$ cat src/rtl/mips_pkg.sv
// Shared MIPS encodings: opcodes, ALU op codes,
// datapath mux selects and the controller state enum.
package mips_pkg;

  localparam logic [5:0] OP_RTYPE = 6'b000000;
  localparam logic [5:0] OP_LW    = 6'b100011;
  localparam logic [5:0] OP_SW    = 6'b101011;
  localparam logic [5:0] OP_BEQ   = 6'b000100;
  localparam logic [5:0] OP_BNE   = 6'b000101;
  localparam logic [5:0] OP_ADDI  = 6'b001000;
  localparam logic [5:0] OP_ANDI  = 6'b001100;
  localparam logic [5:0] OP_ORI   = 6'b001101;
  localparam logic [5:0] OP_SLTI  = 6'b001010;
  localparam logic [5:0] OP_J     = 6'b000010;

  localparam logic [2:0] ALU_ADD   = 3'b000;
  localparam logic [2:0] ALU_SUB   = 3'b001;
  localparam logic [2:0] ALU_FUNCT = 3'b010;
  localparam logic [2:0] ALU_AND   = 3'b011;
  localparam logic [2:0] ALU_OR    = 3'b100;
  localparam logic [2:0] ALU_SLT   = 3'b101;

  localparam logic [1:0] SRCB_REG    = 2'b00;
  localparam logic [1:0] SRCB_FOUR   = 2'b01;
  localparam logic [1:0] SRCB_IMM    = 2'b10;
  localparam logic [1:0] SRCB_IMM_SH = 2'b11;

  localparam logic [1:0] PC_ALU    = 2'b00;
  localparam logic [1:0] PC_ALUOUT = 2'b01;
  localparam logic [1:0] PC_JUMP   = 2'b10;

  typedef enum logic [3:0] {
    S_INIT,
    S_FETCH,
    S_DECODE,
    S_MEMADR,
    S_MEMRD,
    S_MEMWB,
    S_MEMWR,
    S_RTEXEC,
    S_RTWB,
    S_IEXEC,
    S_IWB,
    S_BRANCH,
    S_JUMP
  } state_t;

  typedef struct packed {
    logic       pc_write;
    logic       branch;
    logic       branch_ne;
    logic       iord;
    logic       mem_read;
    logic       mem_write;
    logic       ir_write;
    logic       reg_dst;
    logic       mem_to_reg;
    logic       reg_write;
    logic       alu_src_a;
    logic [1:0] alu_src_b;
    logic [2:0] alu_op;
    logic [1:0] pc_src;
    logic       sign;
    logic       illegal_op;
  } ctrl_t;

endpackage

$ cat src/rtl/multicycle_control.sv
// Multi-cycle MIPS main controller: Moore FSM sequencing
// the shared ALU, unified memory and register file.
module multicycle_control
  import mips_pkg::*;
(
  input  logic       clk,
  input  logic       rst,
  input  logic [5:0] opcode,
  input  logic       mem_ready,
  output logic       pc_write,
  output logic       branch,
  output logic       branch_ne,
  output logic       iord,
  output logic       mem_read,
  output logic       mem_write,
  output logic       ir_write,
  output logic       reg_dst,
  output logic       mem_to_reg,
  output logic       reg_write,
  output logic       alu_src_a,
  output logic [1:0] alu_src_b,
  output logic [2:0] alu_op,
  output logic [1:0] pc_src,
  output logic       sign,
  output logic       illegal_op
);

  state_t state, state_n;
  logic   hold;
  ctrl_t  c;

  logic is_mem, is_rt, is_br, is_imm, is_j;
  logic [2:0] imm_alu;
  logic       imm_sign;

  assign is_mem = (opcode == OP_LW) || (opcode == OP_SW);
  assign is_rt  = (opcode == OP_RTYPE);
  assign is_br  = (opcode == OP_BEQ) || (opcode == OP_BNE);
  assign is_imm = (opcode == OP_ADDI) || (opcode == OP_ANDI)
               || (opcode == OP_ORI)  || (opcode == OP_SLTI);
  assign is_j   = (opcode == OP_J);

  always_comb begin
    imm_alu  = ALU_ADD;
    imm_sign = 1'b1;
    unique case (opcode)
      OP_ANDI: begin imm_alu = ALU_AND; imm_sign = 1'b0; end
      OP_ORI:  begin imm_alu = ALU_OR;  imm_sign = 1'b0; end
      OP_SLTI: imm_alu = ALU_SLT;
      default: ;
    endcase
  end

  // hold keeps INIT for one full cycle after reset release
  always_ff @(posedge clk or posedge rst) begin
    if (rst) begin
      state <= S_INIT;
      hold  <= 1'b1;
    end else begin
      state <= state_n;
      hold  <= 1'b0;
    end
  end

  always_comb begin
    state_n = state;
    unique case (state)
      S_INIT:   state_n = hold ? S_INIT : S_FETCH;
      S_FETCH:  if (mem_ready) state_n = S_DECODE;
      S_DECODE: begin
        unique case (1'b1)
          is_mem:  state_n = S_MEMADR;
          is_rt:   state_n = S_RTEXEC;
          is_br:   state_n = S_BRANCH;
          is_imm:  state_n = S_IEXEC;
          is_j:    state_n = S_JUMP;
          default: state_n = S_FETCH;
        endcase
      end
      S_MEMADR: state_n = (opcode == OP_SW) ? S_MEMWR : S_MEMRD;
      S_MEMRD:  if (mem_ready) state_n = S_MEMWB;
      S_MEMWR:  if (mem_ready) state_n = S_FETCH;
      S_RTEXEC: state_n = S_RTWB;
      S_IEXEC:  state_n = S_IWB;
      S_MEMWB, S_RTWB, S_IWB,
      S_BRANCH, S_JUMP: state_n = S_FETCH;
      default:  state_n = S_INIT;
    endcase
  end

  always_comb begin
    c = '0;
    unique case (state)
      S_FETCH: begin
        c.mem_read  = 1'b1;
        c.alu_src_b = SRCB_FOUR;
        c.alu_op    = ALU_ADD;
        c.pc_src    = PC_ALU;
        c.ir_write  = mem_ready;
        c.pc_write  = mem_ready;
      end
      S_DECODE: begin
        c.alu_src_b  = SRCB_IMM_SH;
        c.sign       = 1'b1;
        c.illegal_op = !(is_mem || is_rt || is_br
                         || is_imm || is_j);
      end
      S_MEMADR: begin
        c.alu_src_a = 1'b1;
        c.alu_src_b = SRCB_IMM;
        c.sign      = 1'b1;
      end
      S_MEMRD: begin
        c.mem_read = 1'b1;
        c.iord     = 1'b1;
      end
      S_MEMWB: begin
        c.reg_write  = 1'b1;
        c.mem_to_reg = 1'b1;
      end
      S_MEMWR: begin
        c.mem_write = 1'b1;
        c.iord      = 1'b1;
      end
      S_RTEXEC: begin
        c.alu_src_a = 1'b1;
        c.alu_src_b = SRCB_REG;
        c.alu_op    = ALU_FUNCT;
      end
      S_RTWB: begin
        c.reg_write = 1'b1;
        c.reg_dst   = 1'b1;
      end
      S_IEXEC: begin
        c.alu_src_a = 1'b1;
        c.alu_src_b = SRCB_IMM;
        c.alu_op    = imm_alu;
        c.sign      = imm_sign;
      end
      S_IWB: begin
        c.reg_write = 1'b1;
        c.alu_op    = imm_alu;
        c.sign      = imm_sign;
      end
      S_BRANCH: begin
        c.alu_src_a = 1'b1;
        c.alu_src_b = SRCB_REG;
        c.alu_op    = ALU_SUB;
        c.pc_src    = PC_ALUOUT;
        c.branch    = (opcode == OP_BEQ);
        c.branch_ne = (opcode == OP_BNE);
      end
      S_JUMP: begin
        c.pc_write = 1'b1;
        c.pc_src   = PC_JUMP;
      end
      default: c = '0;
    endcase
  end

  assign pc_write   = c.pc_write;
  assign branch     = c.branch;
  assign branch_ne  = c.branch_ne;
  assign iord       = c.iord;
  assign mem_read   = c.mem_read;
  assign mem_write  = c.mem_write;
  assign ir_write   = c.ir_write;
  assign reg_dst    = c.reg_dst;
  assign mem_to_reg = c.mem_to_reg;
  assign reg_write  = c.reg_write;
  assign alu_src_a  = c.alu_src_a;
  assign alu_src_b  = c.alu_src_b;
  assign alu_op     = c.alu_op;
  assign pc_src     = c.pc_src;
  assign sign       = c.sign;
  assign illegal_op = c.illegal_op;

endmodule

$ cat config.mk
export PLATFORM = sky130hd
export DESIGN_NAME = multicycle_control
export DESIGN_NICKNAME = d
export VERILOG_FILES = /design/src/rtl/mips_pkg.sv /design/src/rtl/multicycle_control.sv
export SDC_FILE = /design/constraint.sdc
export NUM_CORES = 1
export LEC_CHECK = 0
export CAP_MARGIN = 15
export CORE_MARGIN = 2
export CORE_UTILIZATION = 42
export CTS_BUF_LIST = sky130_fd_sc_hd__clkbuf_16
export DETAILED_ROUTE_END_ITERATION = 10
export PLACE_DENSITY_LB_ADDON = 0.25
export SLEW_MARGIN = 10
export SYNTH_ARGS = -nofsm -noshare
export SYNTH_HDL_FRONTEND = slang
export SYNTH_SLANG_ARGS = --single-unit
$ cat constraint.sdc
create_clock -name clk -period 2.5 [get_ports clk]
set_input_delay 0.75 -clock clk [delete_from_list [all_inputs] [get_ports clk]]
set_output_delay 0.75 -clock clk [all_outputs]
set_load 0.02 [all_outputs]
After elaboration in Yosys (flattened, before gate mapping)
Index checks and enable logic that the tools add are counted.
Storage, ports and cells
  input port bits: 9
  logic and storage cells: 72
  flip-flop bits (word level): 5
  output and inout bits: 20
Operators by class
  equal/unequal tests: 24
  muxes and demuxes: 24
  reductions and logical operators: 22
Operator list (number)
  case mux 4 bit (9 select lines): 1
  equality test 6 x 4 -> 1 bit, second input constant: 4
  equality test 4 bit, second input constant: 5
  case mux 4 bit (5 select lines): 1
  case mux 3 bit (3 select lines): 2
  equality test 4 x 3 -> 1 bit, second input constant: 4
  equality test 6 x 3 -> 1 bit, second input constant: 2
  equality test 6 bit, second input constant: 2
  2-to-1 mux 4 bit: 3
  OR reduction 2 bit: 6
  2-to-1 mux 1 bit: 11
  logical OR 1 bit: 9
  equality test 4 x 2 -> 1 bit, second input constant: 2
  equality test 6 x 2 -> 1 bit, second input constant: 1
  logical NOT 6 bit: 1
  inequality test 2 bit, second input constant: 3
  case mux 2 bit (3 select lines): 1
  OR reduction 5 bit: 1
  equality test 4 x 1 -> 1 bit, second input constant: 1
  logical NOT 4 bit: 1
  2-to-1 mux 2 bit: 2
  case mux 1 bit (2 select lines): 2
  case mux 2 bit (2 select lines): 1
  OR reduction 4 bit: 1
  3 further kinds: 3

Longest topological paths before layout
Gate-level depths: netlist of run 1.
  depth in word-level cells: 8
  mapped depth: 6
  depth with buffers taken out: 5

Worst setup path after synthesis of run 1
OpenSTA, ideal clock, no wires.
  kind: input -> output
  from: in opcode[1]
  to: out alu_op[1]
  setup slack: -7 ps
  path buffers: 1
  required time: 1750 ps
  stages: 3
  arrival: 1757 ps
  path through: clkbuf_8 or2b_1 o32ai_1
Between the ends
  word-level cells in the longest chain between the ends: 3
  elaborated cells on any way between the ends: 5
  those cells by class: eq/ne (3); mux (2)
Ends and longest elaborated chain
  start, declared: RTL line multicycle_control.sv:8  | input logic [5:0] opcode,
  equality test 6 x 4 -> 1 bit: RTL line multicycle_control.sv:46  | unique case (opcode)
  case mux 3 bit (3 select lines) (*): RTL line multicycle_control.sv:46
  case mux 3 bit (3 select lines) (*): RTL line multicycle_control.sv:93  | unique case (state)
  end, declared: RTL line multicycle_control.sv:22  | output logic [2:0] alu_op,
Mark *: on every way between the ends. The rest lies on a longest branch, timed or not.

Worst setup path after layout of run 1
  from: in opcode[1]
  to: out branch_ne
Between the ends
  word-level cells in the longest chain between the ends: 2
Ends and longest elaborated chain
  equality test 6 x 3 -> 1 bit: RTL line multicycle_control.sv:151  | c.branch_ne = (opcode == OP_BNE);
  2-to-1 mux 2 bit: RTL line multicycle_control.sv:93
  end, declared: RTL line multicycle_control.sv:12  | output logic branch_ne,
No other way between the ends.

==> results.sh, run 1 <==
export IMPL_status="completed"
export IMPL_final_area_um2=1190
export IMPL_final_common_cell="buf_4"
export IMPL_swShare_pct=44.6
export IMPL_ys_async_sr_fraction_pct=100
export IMPL_cts_num_sinks=5
export IMPL_dpl_cell_count=159
export IMPL_fp_coreArea_um2=1520
export IMPL_syn_num_nets=109
export IMPL_crit_end="branch_ne"
export IMPL_grt_pass1_wl_um=3790
export IMPL_met1_usage_pct=33.0
export IMPL_fillers=113
export IMPL_start_util_pct=45.7
export IMPL_layout_cells_non_filler=165
export IMPL_finalWeightedCongestion=0.893
export IMPL_antenna_left=0
export IMPL_io_buffers=28
export IMPL_numCtsBuffers=3
export IMPL_die_h_um=44.7
export IMPL_layout_nets=159
export IMPL_viasPerCell=5.72
export IMPL_crit_arrival_ns=1.72
export IMPL_ys_types=45
export IMPL_synth_seq_cells=5
export IMPL_dr_pass1_iters=4
export IMPL_reg2reg_depth=7
export IMPL_fin_tns_setup_ns=0
export IMPL_clockBufferDepth=2
export IMPL_grt_use_met3_pct=1.60
export IMPL_p_total_mw=1.25
export IMPL_worstPathMaxFanout=4
export IMPL_drive_gt1_share_pct=38.3
export IMPL_vdd_drop_max_uv=959
export IMPL_grt_max_degree=12
export IMPL_syn_area_um2=697
export IMPL_p_sw_mw=0.555
export IMPL_dp_hpwl_um=1680
export IMPL_pwr_density_cell_nw_per_um2=1050
export IMPL_synth_warnings=0
export IMPL_insertion_delay_ns=0.22
export IMPL_num_io_pins=29
export IMPL_grt_overflow_total=0
export IMPL_crit_required_ns=1.75
export IMPL_grt_busiest_layer="met2"
export IMPL_max_freq_mhz=405
export IMPL_power_internal_mw=0.690
export IMPL_clk_transition_reported_paths_ns=0.04
export IMPL_cts_root_buf="clkbuf_16"
export IMPL_drt_iter0_markers=34
export IMPL_synthCells=100
export IMPL_reg2reg_slack_ns=0.82
export IMPL_antenna_found_initial=0
export IMPL_r2r_end="state[0]"
export IMPL_comb_power_share_pct=67.3
export IMPL_ys_seq_area_share_pct=18.1
export IMPL_rsz0062_at_grt="yes"
export IMPL_hp_class="register to register"
export IMPL_n_antenna_cell=0
export IMPL_synthFlopType="dfrtp_1"
export IMPL_rows=14
export IMPL_min_period_ns=2.47
export IMPL_drv_cap=0
export IMPL_hold_viol_final=0
export IMPL_cts_htree_levels=1
export IMPL_cp_startpoint="opcode[1]"
export IMPL_period_share_pct=98.7
export IMPL_grt_pass1_vias=840
export IMPL_seqPwrFrac_pct=11.9
export IMPL_area_delta_synth_final_pct=70.4
export IMPL_power_leakage_nw=0.628
export IMPL_worst_hold_slack_ns=0.614
export IMPL_die_w_um=44.7
export IMPL_gr_usage_met2_pct=45.5
export IMPL_p_clk_share_pct=20.8
export IMPL_cts_hold_buf=0
export IMPL_critical_path_class="input pin to output port"
export IMPL_syn_area_per_cell_um2=6.97
export IMPL_final_max_slew_viol_count=0
export IMPL_die_area_um2=2000
export IMPL_drt_total_wl_um=2450
export IMPL_timing_rr_start="state[1]"
export IMPL_cts_tree="done"
export IMPL_final_setup_skew_ns=0.00166
export IMPL_vias=944
export IMPL_grt_total_usage_pct=25.4
export IMPL_synth_edf_count=0
export IMPL_drcViolationCount=0
export IMPL_mostFrequentLayoutCells="buf_4 (25), nand2_1 (11), dlygate4sd2_1 (10)"
export IMPL_post_dp_cell_area_um2=1120
export IMPL_worstSetupStartpointType="input pin"
export IMPL_post_drt_wl_per_cell_um=14.8
export IMPL_setup_violations=0
export IMPL_cp_end_kind="output port"
==> cell type report <==
class	instances	area (um2)	area share [%]
Timing Repair Buffer	52	409	34.5
Sequential cell	5	128	10.7
Inverter	6	22.5	1.90
Multi-Input combinational cell	82	529	44.6
Clock inverter	1	3.75	0.316
Tap cell	16	20.0	1.69
Clock buffer	3	75.1	6.32
==> worst min-delay path by stage <==
| stage | startpoint | end | slack, ns | depth (start not counted) |
|---|---|---|---|---|
| 2_1_floorplan | rst | state[0] | 0.53 | 1 |
| 3_3_place_gp | state[3] | state[2] | 0.59 | 2 |
| 3_5_place_dp | state[3] | state[2] | 0.61 | 2 |
| 4_1_cts | state[3] | state[2] | 0.62 | 2 |
| 5_1_grt | state[3] | state[2] | 0.64 | 2 |
| 6_report | state[3] | state[2] | 0.61 | 2 |
==> sequential cells by signal, indices dropped and copies added, names as in the netlist <==
signal and cells:
hold 1, state 4
==> cell families (layout without fill, tap and decap cells) <==
kind of cell    Yosys count  count (layout)  share of synthesized area, %
simple gates             49              49                          38.4
compound gates           29              29                          28.0
buf+inv                  13              62                          10.9
flops                     5               5                          18.1
xor+xnor                  2               2                          2.51
other cells               1               1                         0.538
mux                       1               1                          1.44
==> power groups by stage <==
stage | Sequential [mW] | Clock (mW) | Combinational [mW]
after floorplan | 0.124 | 0 | 0.532
after CTS | 0.147 | 0.258 | 0.818
final | 0.148 | 0.259 | 0.838
after global routing | 0.151 | 0.268 | 0.899
after global placement | 0.145 | 0 | 0.820
after detailed placement | 0.147 | 0 | 0.839
==> per-layer routing <==
layer | share of wire, % | routed length (um) | vias to the layer above
met5 | 0 | 0 | -
met4 | 0.98 | 24 | 0
met3 | 5.7 | 140 | 4
met2 | 50 | 1230 | 49
met1 | 43 | 1060 | 436
li1 | - | - | 455
==> cells in the mapped netlist (all sizes together), types with 3 or more instances <==
cell	n	share of area, %
nand2	11	5.9
nor2	11	6.3
o21ai	7	5.0
inv	6	3.2
nor3	6	4.3
a21oi	5	3.6
buf	5	5.2
dfrtp	4	14
a31oi	3	2.7
and3	3	2.7
nand2b	3	3.8
o22ai	3	2.7
or2	3	2.7
==> per-stage QoR <==
| stage | setup slack (ns) | utilization (%) |
|---|---|---|
| 4_1_cts | 0.0182 | 78.2 |
| 6_report | 0.0323 | 77.9 |
| 3_3_place_gp | -0.832 | 73.2 |
| 3_5_place_dp | -0.862 | 73.2 |
| 5_1_grt | -0.0240 | 77.9 |
| 2_1_floorplan | 0.0691 | - |
==> repair_timing <==
action / CTS / global route
pin swaps: 6 / 2
resized for setup: 73 / 10
setup endpoints to repair: 18 / 10
setup buffers: 1 / 1
hold endpoints to repair: 0 / 0
==> critical path, cell delays in order <==
cell and delay (ns):
buf_2 0.12, or2b_4 0.28, nor4_2 0.26, and2_2 0.17
buf_4 0.13
No activity file was read; power rests on OpenSTA's default activity.
==> inputs of run 2 (changes only) <==
- CELL_PAD_IN_SITES_DETAIL_PLACEMENT: not set -> 1
- CELL_PAD_IN_SITES_GLOBAL_PLACEMENT: not set -> 1
- CORE_UTILIZATION: 42 -> 28
==> run 2 against run 1 <==
Clock-buffer cell count unchanged; combinational power increased by 1%; largest power group unchanged; critical endpoint is now branch; worst hold slack improved by 0.034 ns; flip-flop and latch count did not move; utilization fell by 26 points; sequential share of layout area down 0.51 points; register-to-register slack better by 0.02 ns; total power is 0.74% higher.
==> results.sh, run 2 (same netlist as run 1, synthesis figures left out) <==
export IMPL_status="completed"
export IMPL_worstPathMaxFanout=3
export IMPL_grt_total_usage_pct=19.9
export IMPL_timing_rr_start="state[1]"
export IMPL_die_area_um2=2900
export IMPL_crit_required_ns=1.75
export IMPL_grt_pass1_vias=928
export IMPL_largestRegisters="state (4), hold (1)"
export IMPL_area_delta_synth_final_pct=78.8
export IMPL_antenna_left=0
export IMPL_fin_tns_setup_ns=0
export IMPL_post_drt_wl_per_cell_um=14.4
export IMPL_rows=18
export IMPL_cp_startpoint="opcode[4]"
export IMPL_largest_reg_flops=4
export IMPL_post_dp_cell_area_um2=1150
export IMPL_start_util_pct=28.9
export IMPL_hp_start="state[3]"
export IMPL_final_area_um2=1250
export IMPL_dp_hpwl_um=1960
export IMPL_worst_hold_slack_ns=0.649
export IMPL_power_leakage_nw=0.624
export IMPL_final_max_slew_viol_count=0
export IMPL_min_period_ns=2.47
export IMPL_grt_pass1_wl_um=4180
export IMPL_layout_nets=160
export IMPL_cp_end_kind="output port"
export IMPL_p_total_mw=1.25
export IMPL_n_antenna_cell=0
export IMPL_drive_gt1_share_pct=39.3
export IMPL_clockBufferDepth=2
export IMPL_cts_root_buf="clkbuf_16"
export IMPL_period_share_pct=98.7
export IMPL_critical_path_class="input pin to output port"
export IMPL_final_setup_skew_ns=0.00106
export IMPL_clk_transition_reported_paths_ns=0.03
export IMPL_rsz0062_at_grt="no"
export IMPL_pwr_density_cell_nw_per_um2=1010
export IMPL_dr_pass1_iters=4
export IMPL_vdd_drop_max_uv=717
export IMPL_vias=928
export IMPL_numCtsBuffers=3
export IMPL_setup_violations=0
export IMPL_regMostFlops="state"
export IMPL_io_buffers=28
export IMPL_drt_iter0_markers=5
export IMPL_cts_htree_levels=1
export IMPL_finalWeightedCongestion=0.816
export IMPL_worstSetupStartpointType="input pin"
export IMPL_grt_overflow_total=0
export IMPL_max_freq_mhz=405
export IMPL_mostFrequentLayoutCells="buf_4 (27), dlygate4sd2_1 (12), nand2_1 (11)"
export IMPL_crit_arrival_ns=1.72
export IMPL_hold_viol_final=0
export IMPL_hp_class="register to register"
export IMPL_insertion_delay_ns=0.23
export IMPL_fp_coreArea_um2=2410
export IMPL_drcViolationCount=0
export IMPL_final_common_cell="buf_4"
export IMPL_die_h_um=53.9
export IMPL_antenna_found_initial=0
export IMPL_drt_total_wl_um=2590
export IMPL_die_w_um=53.9
export IMPL_cts_tree="done"
export IMPL_grt_max_degree=16
export IMPL_num_io_pins=29
export IMPL_viasPerCell=5.16
export IMPL_drv_cap=0
export IMPL_cts_num_sinks=5
==> run 2: worst max-delay path, stage by stage <==
cell,delay (ns)
buf_2,0.13
or2_4,0.26
nor4_4,0.28
and2b_2,0.19
buf_6,0.11
==> run 2: where the power goes <==
| part | internal (mW) | switching [mW] |
|---|---|---|
| combinational | 0.384 | 0.464 |
| sequential | 0.111 | 0.0359 |
| clock | 0.207 | 0.0523 |
==> run 2: area by class of cell <==
cell class                      instances  area [um2]
Fill cell                             302        1160
Clock buffer                            3        75.1
Inverter                                6        22.5
Timing Repair Buffer                   53         425
Multi-Input combinational cell         82         554
Sequential cell                         5         128
Tap cell                               30        37.5
Clock inverter                          1        3.75
==> run 2: what timing repair did <==
item,4_1_cts,5_1_grt
endpoints found under the setup margin,18,8
hold buffers,0,0
setup buffers,1,0
pin swaps,8,7
resized for setup,82,10
==> run 2: per-stage QoR <==
step / cells / setup WS (ns) / util (%)
final: 180 / 0.0328 / 51.7
after global routing: 180 / 0.00171 / 51.7
after detailed placement: 175 / -0.936 / 47.7
after CTS: 180 / -0.00296 / 51.2
after global placement: 175 / -0.840 / 47.7
after floorplan: 100 / 0.0691 / -
==> run 2: worst paths after layout <==
check / to / cells past startpoint / slack (ns)
max in group asynchronous: hold / 2 / 1.55
min: state[2] / 2 / 0.65
max reg2reg: state[0] / 6 / 0.84
min reg2reg: state[2] / 2 / 0.65
max: branch / 5 / 0.03
min in group asynchronous: state[0] / 2 / 0.72
==> run 2: layer usage <==
metal  global-route usage [%]  up-vias  routed length (um)
li1                         -      454                   -
met4                     7.69        0                  58
met1                     24.7      447                1150
met3                     1.67        5                  78
met5                        0        -                   0
met2                     35.2       22                1310
